--- config.mk ---
export PLATFORM = sky130hd
export DESIGN_NAME = axis_pkt_arbiter
export DESIGN_NICKNAME = d
export VERILOG_FILES = /design/src/rtl/axis_arb_pkg.sv /design/src/rtl/axis_rr_picker.sv /design/src/rtl/axis_pkt_arbiter.sv
export SDC_FILE = /design/constraint.sdc
export NUM_CORES = 1
export LEC_CHECK = 0
export CORE_AREA = 2 2 60 62
export DETAILED_ROUTE_END_ITERATION = 8
export DIE_AREA = 0 0 62 64
export PLACE_DENSITY_LB_ADDON = 0.12
export SETUP_SLACK_MARGIN = 0.2
export SYNTH_ARGS = -nofsm -noshare
export SYNTH_HDL_FRONTEND = slang
export SYNTH_HIERARCHICAL = 1
export SYNTH_SLANG_ARGS = --single-unit
--- constraint.sdc ---
create_clock -name aclk -period 2.15 [get_ports aclk]
set_input_delay 0.43 -clock aclk [delete_from_list [all_inputs] [get_ports aclk]]
set_output_delay 0.43 -clock aclk [all_outputs]
set_load 0.05 [all_outputs]
--- src/rtl/axis_arb_pkg.sv ---
// Shared types and the round-robin selection function for the AXI-Stream packet arbiter.
package axis_arb_pkg;

  localparam int unsigned MAX_PORTS = 16;

  typedef enum logic {
    IDLE  = 1'b0,
    GRANT = 1'b1
  } arb_state_e;

  // Winner is the first requester found searching upward from last+1, wrapping at n.
  function automatic logic [3:0] rr_pick(input logic [MAX_PORTS-1:0] req,
                                         input logic [3:0]           last,
                                         input int unsigned          n);
    logic [3:0]  win;
    logic        found;
    int unsigned idx;
    win   = '0;
    found = 1'b0;
    for (int unsigned k = 1; k <= MAX_PORTS; k++) begin
      idx = 32'(last) + k;
      if (idx >= n) idx = idx - n;
      if (!found && (k <= n) && req[idx[3:0]]) begin
        win   = idx[3:0];
        found = 1'b1;
      end
    end
    return win;
  endfunction

endpackage

--- src/rtl/axis_rr_picker.sv ---
// Combinational round-robin picker: request vector + last-grant pointer -> winner index.
module axis_rr_picker
  import axis_arb_pkg::*;
#(
  parameter int unsigned NUM_PORTS = 4
) (
  input  logic [NUM_PORTS-1:0]         req,
  input  logic [$clog2(NUM_PORTS)-1:0] ptr,
  output logic [$clog2(NUM_PORTS)-1:0] winner,
  output logic                         any_valid
);

  localparam int unsigned IDX_W = $clog2(NUM_PORTS);

  logic [MAX_PORTS-1:0] req_ext;
  logic [3:0]           ptr_ext;

  always_comb begin
    req_ext                = '0;
    req_ext[NUM_PORTS-1:0] = req;
    ptr_ext                = '0;
    ptr_ext[IDX_W-1:0]     = ptr;
    winner                 = IDX_W'(rr_pick(req_ext, ptr_ext, NUM_PORTS));
    any_valid              = |req;
  end

endmodule

--- src/rtl/axis_pkt_arbiter.sv ---
// Packet-granular round-robin arbiter merging NUM_PORTS AXI-Stream slaves into one master.
// Optional m_axis_tid output enabled by defining AXIS_PKT_ARBITER_TID_EN.
module axis_pkt_arbiter
  import axis_arb_pkg::*;
#(
  parameter int unsigned NUM_PORTS  = 4,
  parameter int unsigned DATA_WIDTH = 8
) (
  input  logic                            aclk,
  input  logic                            areset,
  input  logic [NUM_PORTS*DATA_WIDTH-1:0] s_axis_tdata,
  input  logic [NUM_PORTS-1:0]            s_axis_tvalid,
  input  logic [NUM_PORTS-1:0]            s_axis_tlast,
  output logic [NUM_PORTS-1:0]            s_axis_tready,
  output logic [DATA_WIDTH-1:0]           m_axis_tdata,
  output logic                            m_axis_tvalid,
  output logic                            m_axis_tlast,
  input  logic                            m_axis_tready,
  output logic                            busy
`ifdef AXIS_PKT_ARBITER_TID_EN
  ,
  output logic [$clog2(NUM_PORTS)-1:0]    m_axis_tid
`endif
);

  localparam int unsigned IDX_W = $clog2(NUM_PORTS);

  arb_state_e       state_q, state_d;
  logic [IDX_W-1:0] grant_idx_q, grant_idx_d;
  logic [IDX_W-1:0] last_grant_q, last_grant_d;
  logic [IDX_W-1:0] pick_idx;
  logic             pick_any;

  axis_rr_picker #(.NUM_PORTS(NUM_PORTS)) u_picker (
    .req      (s_axis_tvalid),
    .ptr      (last_grant_q),
    .winner   (pick_idx),
    .any_valid(pick_any)
  );

  always_comb begin
    state_d       = state_q;
    grant_idx_d   = grant_idx_q;
    last_grant_d  = last_grant_q;
    m_axis_tdata  = '0;
    m_axis_tvalid = 1'b0;
    m_axis_tlast  = 1'b0;
    s_axis_tready = '0;
    case (state_q)
      IDLE: begin
        if (pick_any) begin
          grant_idx_d = pick_idx;
          state_d     = GRANT;
        end
      end
      GRANT: begin
        for (int unsigned i = 0; i < NUM_PORTS; i++) begin
          if (grant_idx_q == IDX_W'(i)) begin
            m_axis_tdata     = s_axis_tdata[i*DATA_WIDTH +: DATA_WIDTH];
            m_axis_tvalid    = s_axis_tvalid[i];
            m_axis_tlast     = s_axis_tlast[i];
            s_axis_tready[i] = m_axis_tready;
            // Grant is released only by an accepted last beat; stalls never time out.
            if (s_axis_tvalid[i] && m_axis_tready && s_axis_tlast[i]) begin
              last_grant_d = grant_idx_q;
              state_d      = IDLE;
            end
          end
        end
      end
      default: state_d = IDLE;
    endcase
  end

  always_ff @(posedge aclk) begin
    if (areset) begin
      state_q      <= IDLE;
      grant_idx_q  <= '0;
      last_grant_q <= IDX_W'(NUM_PORTS - 1);
    end else begin
      state_q      <= state_d;
      grant_idx_q  <= grant_idx_d;
      last_grant_q <= last_grant_d;
    end
  end

  assign busy = (state_q == GRANT);

`ifdef AXIS_PKT_ARBITER_TID_EN
  assign m_axis_tid = (state_q == GRANT) ? grant_idx_q : '0;
`endif

endmodule

# Word level (Yosys, flattened, before mapping)
# Cells that the tools add are included.
# op_classes
n_addsub,8
magnitude_cmp,8
muxes,57
n_reduce_logical,17
bitwise_logic,1
n_eq_ne,3
# op_table
cell,count
32-bit by 3-bit >= comparator with 1-bit output (second input constant),4
8-bit two-way mux,5
1-bit two-way mux,30
2-bit two-way mux,12
4-bit by 5-bit less-than comparator with 1-bit output (second input constant),4
4-bit two-way mux,5
1-bit binary-select mux with 4-bit select,4
4-bit by 3-bit subtractor with 4-bit output (second input constant),4
1-bit logical AND,11
2-bit by 2-bit adder with 3-bit output (second input constant),2
2-bit by 3-bit adder with 4-bit output (second input constant),1
2-bit == test (second input constant),2
4-bit OR reduction,1
2-bit by 1-bit adder with 3-bit output (second input constant),1
1-bit logical NOT,3
2-bit by 1-bit == test with 1-bit output (second input constant),1
2-bit logical NOT,1
1-bit case mux with 2 select lines,1
2-bit AND reduction,1
1-bit inverter,1
# word_totals
input_bits,43
out_inout_bits,15
word_cells,97
reg_bits,5

# Logic depth before layout (Yosys ltp)
# Gate-level depths: netlist (run 1).
# depth
depth_word,15
ltp_mapped,9
depth_no_buf,8

# Hierarchy
# The synthesis (run 1) kept the hierarchy.
# modules_own_cells
mod,cells_each,n_inst,seq_area_each_um2,area_each_um2
axis_pkt_arbiter,50,1,100.1,596.8
axis_rr_picker,39,1,0.0,346.6

# Worst setup path before layout (run 1)
# No wires, ideal clock.
# synth_path
path_kind,register to register
from,register last_grant_q[0]
to,register grant_idx_q[0]
required_time_ns,2.036
arrival_ns,1.974
setup_slack_ns,0.061
path_buffers,1
stages_incl_launch_ff,10
path_cell_list,dfxtp_1 > buf_6 > inv_1 > ha_1 > mux2_2 > a22o_1 > a32oi_1 > o22ai_1 > mux2i_1 > nor2_1
# synth_between
elab_chain_len,15
word_cells_on_any_way,37
cone_classes,add/sub (8); order compare (4); mux (19); reduce/logical (6)
# synth_lines
item,line_no,text
from (decl),axis_pkt_arbiter.sv:30,"logic [IDX_W-1:0] last_grant_q, last_grant_d;"
from (signal assigned),axis_pkt_arbiter.sv:79,last_grant_q <= IDX_W'(NUM_PORTS - 1);
from (signal assigned),axis_pkt_arbiter.sv:83,last_grant_q <= last_grant_d;
2-bit by 1-bit adder with 3-bit output,axis_arb_pkg.sv:21,idx = 32'(last) + k;
32-bit by 3-bit >= comparator with 1-bit output / 4-bit by 3-bit subtractor with 4-bit output (equally long branches),axis_arb_pkg.sv:22,if (idx >= n) idx = idx - n;
4-bit two-way mux,axis_arb_pkg.sv:22,
1-bit binary-select mux with 4-bit select,axis_arb_pkg.sv:23,if (!found && (k <= n) && req[idx[3:0]]) begin
1-bit two-way mux (implied by the code),axis_arb_pkg.sv:23,
1-bit two-way mux,axis_arb_pkg.sv:23,
1-bit logical NOT,axis_arb_pkg.sv:23,
1-bit logical AND,axis_arb_pkg.sv:23,
1-bit two-way mux,axis_arb_pkg.sv:23,
1-bit logical NOT,axis_arb_pkg.sv:23,
1-bit logical AND,axis_arb_pkg.sv:23,
1-bit two-way mux,axis_arb_pkg.sv:23,
1-bit logical NOT,axis_arb_pkg.sv:23,
1-bit logical AND,axis_arb_pkg.sv:23,
2-bit two-way mux *,axis_arb_pkg.sv:23,
via pick_idx[0],axis_pkt_arbiter.sv:31,logic [IDX_W-1:0] pick_idx;
to (signal assigned),axis_pkt_arbiter.sv:82,grant_idx_q <= grant_idx_d;
to (decl),axis_pkt_arbiter.sv:29,"logic [IDX_W-1:0] grant_idx_q, grant_idx_d;"
# Mark *: on every way through the listed nets, which the timed path passes. The rest lies on a longest branch. The select of a mux whose other input is x is not followed.
# A chain may end at the register's enable or synchronous reset.

# Worst setup path in the final report (run 1)
# layout_path
from,register grant_idx_q[0]
to,output m_axis_tvalid
# layout_between
elab_chain_len,6
word_cells_on_any_way,9
cone_classes,eq/ne (3); mux (5); reduce/logical (1)
# layout_lines
item,line_no,text
2-bit logical NOT,axis_pkt_arbiter.sv:58,if (grant_idx_q == IDX_W'(i)) begin
1-bit two-way mux (3 in series),axis_pkt_arbiter.sv:58,
1-bit two-way mux *,axis_pkt_arbiter.sv:58,
1-bit two-way mux *,axis_pkt_arbiter.sv:49,case (state_q)
to (decl),axis_pkt_arbiter.sv:16,"output logic m_axis_tvalid,"
# Mark *: on every way between the ends. The rest lies on a longest branch, timed or not.

==> results.md, run 1 <==
- The clock passes through at most 2 buffers.
- The worst register-to-register path has a depth of 8.
- Yosys mapped the design onto 38 distinct sky130hd cell types.
- Across every metal layer, demand over resource in global routing totals 14.5%.
- The via count of the first global-routing pass is 943.
- Clock tree synthesis selected as its root buffer the cell sky130_fd_sc_hd__clkbuf_4.
- Cell internal power was estimated by the tool at 414 µW.
- The synthesized netlist occupies a cell area of 943 µm².
- Counting tap cells, the placed design contains a total of 200 instances.
- Entering global routing, the biggest net connects 16 pins.
- Once the floorplan was initialized, standard cells occupied 28.7% of the core.
- The clock network burns 15.9% of the power.
- The first global-routing pass estimated 4.45 mm of wire.
- The post-route setup TNS is 0 ns.
- The most frequent standard cell in the layout excluding fill and tap cells is sky130_fd_sc_hd__dlygate4sd2_1.
- Dividing the detail-routed via count by the number of cells gives 4.99.
- The post-DP HPWL is 2.40 mm.
- Power spread over the standard cell area amounts to 383 nW/µm².
- The worst-case headroom to the max-slew limit is 78.8%.
- The H-tree level count is 1.
- The instance count of the mapped netlist is 89.
- The floorplan step set the die height to 64 µm.
- The clock latency on the worst-skew pair is 0.24 ns.
- Setup violations remaining at the end of the flow were counted as 0.
- The core region is 3280 µm².
- The endpoint of the lowest-slack register-to-register path is grant_idx_q[0]$_SDFFE_PP0P_.
- The worst register-to-register path begins at last_grant_q[0]$_SDFFE_PP1P_.
- For this run, the register share of the synthesized area comes to 10.6%.
- The clock drives 5 sinks.
- The standard-cell row count is 21.
- The hold-critical path depth is 3.
- The source of the worst hold timing path is grant_idx_q[0]$_SDFFE_PP0P_.
- The combinational share of power is 67.9%.
- After detailed routing, the average wire length per cell comes to 14.4 µm.
- The synthesized design contains 5 register bits.
- The worst clock skew on the final layout is 0.00582 ns.
- The final count of hold timing violations is 0.
- The worst-path maximum fanout is 5.
- The detailed router finished its first iteration with 12 violations.
- The filler cells instantiated in the layout total 310.
- The post-layout utilization of the core is 53.0%.
- The TritonCTS clock tree is done.
- The worst hold path terminates at grant_idx_q[0]$_SDFFE_PP0P_.
- Synthesis produced a netlist with a net count of 137.
- The detailed-routing iteration count for the pre-antenna-repair pass is 4.
- The share of cells above drive strength 1 is 42.1%.
- The post-placement setup slack is 0.0129 ns.
- Buffers inserted to repair hold after CTS numbered 0.
- Routability-driven placement finished with a final weighted congestion of 0.891.
- The total chip power is 666 µW.
- The area added between synthesis and finish is 84.6%.
- The critical path class is reg2out.
- The power dissipated by switching net loads is 252 µW.
- The number of CTS-inserted buffers is 3.
- The maximum clock frequency is 509 MHz.
- Once routing completed, OpenROAD measured the worst setup slack at 0.185 ns.
- The total overflow left after global routing is 0.
- The detailed router placed 1,023 vias in this run.
- The required time of the critical path is 1.72 ns.
- Max-cap violations in this run came to 0.
- The clock period minus worst slack is 1.97 ns.
- The die covers 3970 µm².
- The share of total power dissipated in sequential elements is 16.2%.
- After clock tree synthesis, the clock-pin slew on the worst setup and hold paths is 0.04 ns.
- At the worst endpoint, the arrival time is 1.54 ns.
- The initial antenna violation count is 0.
- STA classifies the critical path startpoint as a flop.
- The number of antenna diodes in the final layout is 0.
- In this run the tool buffered the top-level ports with 57 buffer cells.
- The final cell count without fillers is 205.
- In the routed design, unresolved DRC markers number 0.
- The static leakage power is 0.000805 µW.
- The min-delay analysis places its worst path in the category reg2reg.
- The post-layout net count is 208.
- The post-route antenna net violation count is 0.
- The width of the die is 62 µm.
- Dividing the final minimum period by the clock period gives 91.4%.
- For the pin with the worst max-slew slack, the measured transition is 0.318 ns.
- The worst setup path is captured at an output pin.
- The flow ran to the end, and the final reports show no timing, DRC or antenna violations.
- The total of warnings raised by yosys is 6.
- Post-CTS timing repair inserted 0 buffers for setup.
- A synthesized cell averages 10.6 µm².
- In the layout the commonest cells are sky130_fd_sc_hd__dlygate4sd2_1, sky130_fd_sc_hd__buf_4, sky130_fd_sc_hd__mux4_2, sky130_fd_sc_hd__and2_4, sky130_fd_sc_hd__buf_8.
- Across all register-to-register paths, the minimum setup slack is 0.27 ns.
- The number of max-slew violations in the final report is 0.
- The worst vdd rail ir drop is 171 µV.
- Setup repair after global routing could not meet its margin everywhere.
- Summed over all layers, the routed wires come to 2.94 mm.
- The switching part of the total power is 37.8%.
- In this run the count of I/O pins placed on the die edge is 58.
## synthesized netlist by cell type
master | count | area share (%)
sky130_fd_sc_hd__or4_1 | 1 | 0.80
sky130_fd_sc_hd__nor2_1 | 4 | 1.6
sky130_fd_sc_hd__mux2i_1 | 4 | 4.2
sky130_fd_sc_hd__and4bb_2 | 1 | 1.3
sky130_fd_sc_hd__and3b_1 | 1 | 0.93
sky130_fd_sc_hd__a22oi_2 | 1 | 1.3
sky130_fd_sc_hd__a21oi_1 | 2 | 1.1
sky130_fd_sc_hd__buf_6 | 2 | 2.4
sky130_fd_sc_hd__a21boi_0 | 1 | 0.80
sky130_fd_sc_hd__and3_4 | 2 | 2.4
sky130_fd_sc_hd__and4_1 | 1 | 0.93
sky130_fd_sc_hd__nand2b_1 | 2 | 1.3
sky130_fd_sc_hd__clkbuf_1 | 1 | 0.40
sky130_fd_sc_hd__inv_1 | 3 | 1.2
sky130_fd_sc_hd__mux4_1 | 3 | 8.4
sky130_fd_sc_hd__nor3b_1 | 1 | 0.80
sky130_fd_sc_hd__and2_1 | 12 | 8.0
sky130_fd_sc_hd__mux2_4 | 2 | 3.2
sky130_fd_sc_hd__ha_1 | 5 | 6.6
sky130_fd_sc_hd__nand2_1 | 5 | 2.0
sky130_fd_sc_hd__dfxtp_1 | 5 | 11
sky130_fd_sc_hd__o211a_1 | 1 | 1.1
sky130_fd_sc_hd__a221oi_2 | 1 | 1.6
sky130_fd_sc_hd__nor4b_2 | 1 | 1.6
sky130_fd_sc_hd__a22o_1 | 2 | 1.9
sky130_fd_sc_hd__nand3_1 | 1 | 0.53
sky130_fd_sc_hd__o31ai_1 | 1 | 0.80
sky130_fd_sc_hd__buf_2 | 1 | 0.53
sky130_fd_sc_hd__a32oi_1 | 1 | 0.93
sky130_fd_sc_hd__a21o_1 | 1 | 0.80
sky130_fd_sc_hd__o211ai_1 | 3 | 2.4
sky130_fd_sc_hd__and4b_1 | 2 | 2.1
sky130_fd_sc_hd__a311o_1 | 1 | 1.1
sky130_fd_sc_hd__nor2b_1 | 1 | 0.66
sky130_fd_sc_hd__o22ai_1 | 1 | 0.66
sky130_fd_sc_hd__mux2_2 | 3 | 3.6
sky130_fd_sc_hd__o21ai_0 | 1 | 0.53
sky130_fd_sc_hd__mux4_2 | 8 | 19
## cells by family after synthesis
| logic type | Yosys count | share of synthesized area [%] |
|---|---|---|
| AND/OR/NAND/NOR | 35 | 24.9 |
| multiplexers | 20 | 38.5 |
| AO/OA/AOI/OAI | 17 | 14.9 |
| buffers and inverters | 7 | 4.51 |
| adder cells (fa/ha/maj) | 5 | 6.63 |
| flip-flops | 5 | 10.6 |
## layout make-up
type                            instances  area, µm²  area share, %
Timing Repair Buffer                   70        709           40.7
Clock buffer                            4       26.3           1.51
Inverter                                3       11.3          0.647
Multi-Input combinational cell         77        831           47.7
Sequential cell                         5        106           6.11
Tap cell                               46       57.6           3.30
## registers in the layout, summed over array words and instances, names as in the netlist
register,count
grant_idx_q,2
last_grant_q,2
busy,1
## metal layers
metal	part of all wire [%]	vias to the layer above	GRT usage, %	wire [µm]
met3	9.5	4	2.83	279
met2	48	52	24.6	1430
met5	0	-	0	0
met4	1.0	0	2.39	30
li1	-	500	-	-
met1	41	467	18.9	1210
## metrics by stage
step           hold slack (ns)  instance area [µm²]
5_1_grt                  0.708                 1740
3_5_place_dp             0.633                 1660
6_report                 0.662                 1740
4_1_cts                  0.668                 1740
2_1_floorplan            0.491                  960
3_3_place_gp             0.618                 1660
## worst max-delay path by stage
stage	slack, ns	endpoint	cells after the start	start
floorplan	0.20	grant_idx_q[0]$_SDFFE_PP0P_	8	last_grant_q[1]$_SDFFE_PP1P_
global placement	0.003	grant_idx_q[1]$_SDFFE_PP0P_	8	s_axis_tvalid[1]
detailed placement	0.01	grant_idx_q[1]$_SDFFE_PP0P_	8	s_axis_tvalid[1]
CTS	0.17	m_axis_tvalid	4	grant_idx_q[0]$_SDFFE_PP0P_
global route	0.13	m_axis_tvalid	4	grant_idx_q[0]$_SDFFE_PP0P_
finish	0.18	m_axis_tvalid	4	grant_idx_q[0]$_SDFFE_PP0P_
## power groups by stage
stage | registers [µW] | logic (µW) | clock network (µW)
after CTS | 108 | 454 | 110
final | 108 | 452 | 106
after global placement | 108 | 416 | 0
after floorplan | 115 | 242 | 0
after detailed placement | 108 | 420 | 0
after global routing | 110 | 481 | 116
## what timing repair did
action | 4_1_cts | 5_1_grt
endpoints found under the setup margin | 10 | 11
pin swaps | 9 | 3
resized for setup | 75 | 2
cloned | 1 | 0
endpoints found under the hold margin | 0 | 0
## critical path: stages, from the launching register on
cell and delay, ns:
sky130_fd_sc_hd__dfxtp_2 0.34, sky130_fd_sc_hd__buf_6 0.14, sky130_fd_sc_hd__mux4_2 0.50, sky130_fd_sc_hd__and2_4 0.18
sky130_fd_sc_hd__buf_8 0.14
No activity file was read; power rests on OpenSTA's default activity.
==> run 2, diff against run 1 <==
- CORE_AREA: 2 2 60 62 -> 2 2 56 58
- DIE_AREA: 0 0 62 64 -> 0 0 58 60
- SETUP_SLACK_MARGIN: 0.2 -> 0.3
==> results.md, run 2 (synthesized netlist as in run 1, its figures left out) <==
- The tool flagged a number of max-cap violations equal to 0.
- Combinational logic is responsible for 68.9% of the overall power.
- The arrival time reported for the critical path endpoint is 1.54 ns.
- The share of power burned in the clock network is 15.2%.
- The maximum number of pins on one net before global-route repair is 16.
- After detailed placement, the design holds a cell count of 189.
- The standard-cell row count is 20.
- The finished layout cell area is 1820 µm².
- The number of max-slew violations in the final report came to 0.
- The die covers 3480 µm².
- The worst pin sits at a relative slew slack of 75.1%.
- The maximum buffer depth of the clock tree is 2.
- The via density per instance is 5.38.
- After the last flow step, the layout net total stands at 215.
- Input and output buffers added on the ports amount to 57.
- The I/O pin total is 58.
- Hold timing on the final database bottoms out at a slack of 0.667 ns.
- Counting instances, the worst hold path has a depth of 3.
- The worst hold path begins at grant_idx_q[0]$_SDFFE_PP0P_.
- For the worst flop-to-flop path, the logic depth is 8.
- After clock tree synthesis, the clock-pin slew on the worst setup and hold paths is 0.04 ns.
- The remaining global-route overflow is 0.
- The total area inside the core boundary comes to 2900 µm².
- After detailed routing, the number of remaining DRC violations is 0.
- Leaving out fill and tap cells, the most frequent cell in the layout is sky130_fd_sc_hd__dlygate4sd2_1.
- The type of element capturing the critical path is an output pin.
- The switching part of the total power is 38.2%.
- The path class of the lowest-slack min-delay path is reg2reg.
- The first global-routing pass estimated 5.20 mm of wire.
- The number of buffers inserted by hold repair at cts is 0.
- TritonCTS created 3 clock buffers.
- The via count of the first global-routing pass was 1,065.
- The post-layout utilization of the core is 62.7%.
- The final cell count without fillers is 199.
- The H-tree level count is 1.
- The critical path class is reg2out.
- Across the routed clock network, the largest skew measured is 0.000133 ns.
- The register-to-register setup slack is 0.28 ns.
- The initial antenna violation count is 0.
- The weighted congestion at the end of routability-driven global placement is 0.757.
- In this run the power density over the cells is 387 nW/µm².
- Setup repair after global routing could not meet its margin everywhere.
- Across all setup checks in the final design, the least slack found is 0.185 ns.
- The final route contains 1,070 vias.
- For the worst-skew pair, the clock arrives at the later sink with an insertion delay of 0.24 ns.
- In this run the remaining antenna-violating nets after routing total 0.
- The worst-path maximum fanout is 6.
- For the pin with the worst max-slew slack, the measured transition is 0.373 ns.
- Detailed placement finished with a half-perimeter wire length of 2.65 mm.
- The launch instance of the worst register-to-register path is last_grant_q[1]$_SDFFE_PP1P_.
- In the final layout, the share of cells above drive strength 1 is 49.4%.
- The root buffer selected by CTS is sky130_fd_sc_hd__clkbuf_4.
- Counting every sink on the clock net gives 5.
- In this run the power spent charging and discharging nets is 269 µW.
- The floorplan step set the die width to 58 µm.
- STA puts the critical path data required time at 1.72 ns.
- For hold timing, the worst endpoint is grant_idx_q[0]$_SDFFE_PP0P_.
- From synthesis to final layout, the design area changed by 93.0%.
- In the global route stage, overall resource usage came out at 19.7%.
- The maximum clock frequency is 509 MHz.
- After the first detailed-routing iteration, the DRC count stood at 19.
- The diode insertion count for antenna repair is 0.
- The design internal power is 435 µW.
- The run finished with clean final reports.
- The analysis attributes to cell leakage a power of 0.000848 µW.
- Once placement finished, the instance area stood at 1670 µm².
- Sequential cells account for 15.9% of the total power.
- From bottom edge to top edge, the die measures 60 µm.
- For this configuration, the core starts out at a cell density of 32.5%.
- The final count of hold timing violations is 0.
- Setup violations remaining at the end of the flow were counted as 0.
- Before CTS, the worst setup slack after placement is -0.0372 ns.
- The routed wire length per instance is 17.0 µm.
- After detailed routing, the total wire length is 3.38 mm.
- Leaving out fill and tap cells, the most frequent cells in the layout are sky130_fd_sc_hd__dlygate4sd2_1, sky130_fd_sc_hd__buf_4, sky130_fd_sc_hd__mux4_2, sky130_fd_sc_hd__and2_4, sky130_fd_sc_hd__buf_8.
- Across the VDD grid, the largest voltage drop is 267 µV.
- The TritonCTS clock tree is done.
- The startpoint type of the worst setup path is a flop.
- The endpoint of the lowest-slack register-to-register path is grant_idx_q[0]$_SDFFE_PP0P_.
- The clock period minus worst slack is 1.97 ns.
- In the finished design, the share of the clock period the worst path needs comes to 91.4%.
- The detailed-routing iteration count for the pre-antenna-repair pass is 4.
==> run 2: changes by cell type in the layout (fill, tap and decap cells not counted), moves of 2 or more <==
cell and change:
sky130_fd_sc_hd__inv_4 +2, sky130_fd_sc_hd__buf_4 +6, sky130_fd_sc_hd__and4b_2 +2, sky130_fd_sc_hd__and4b_1 -2
==> run 2: critical path, stage by stage, from the launching register on <==
cell	delay (ns)
sky130_fd_sc_hd__dfxtp_2	0.35
sky130_fd_sc_hd__buf_4	0.14
sky130_fd_sc_hd__mux4_2	0.49
sky130_fd_sc_hd__and2_4	0.18
sky130_fd_sc_hd__buf_8	0.14
==> run 2: worst max path at each step <==
stage | start | to | slack, ns | cells past startpoint
after floorplan | last_grant_q[0]$_SDFFE_PP1P_ | grant_idx_q[0]$_SDFFE_PP0P_ | 0.27 | 9
after global placement | s_axis_tvalid[2] | grant_idx_q[0]$_SDFFE_PP0P_ | -0.005 | 8
after detailed placement | s_axis_tvalid[2] | grant_idx_q[0]$_SDFFE_PP0P_ | -0.04 | 8
after CTS | grant_idx_q[0]$_SDFFE_PP0P_ | m_axis_tlast | 0.17 | 4
after global routing | grant_idx_q[0]$_SDFFE_PP0P_ | m_axis_tlast | 0.13 | 4
final | grant_idx_q[0]$_SDFFE_PP0P_ | m_axis_tlast | 0.18 | 4
==> run 2: power groups by stage <==
stage	clock network, µW	registers (µW)	logic, µW
after floorplan	0	115	244
after global placement	0	112	418
after detailed placement	0	112	427
after CTS	112	113	467
after global routing	119	113	512
final	107	112	485
==> run 2: final cells by class <==
cell class                      count  area (µm²)
Clock buffer                        4        26.3
Inverter                            3        16.3
Fill cell                         255        1080
Timing Repair Buffer               77         766
Sequential cell                     5         110
Tap cell                           33        41.3
Multi-Input combinational cell     77         861
==> run 2: routing by layer <==
layer  up-vias  track usage (%)  part of all wire [%]
met4         0             5.32                   1.6
li1        510                -                     -
met1       511             23.8                    38
met3         6             2.60                   6.0
met2        43             36.7                    54
met5         -                0                     0
==> run 2: per-stage QoR <==
step	setup TNS (ns)	total power, µW
3_5_place_dp	-0.0751	539
3_3_place_gp	-0.00516	530
5_1_grt	0	745
6_report	0	704
4_1_cts	0	692
2_1_floorplan	0	359
==> run 2: timing repair <==
action,CTS,global route
buffers inserted,2,4
pin swaps,6,6
gates resized for setup,80,5
endpoints found under the setup margin,15,16
==> run 3, diff against run 2 <==
- CAP_MARGIN: default -> 20
==> results of run 3 <==
The final DEF is identical to that of run 2; final timing and power are the same.
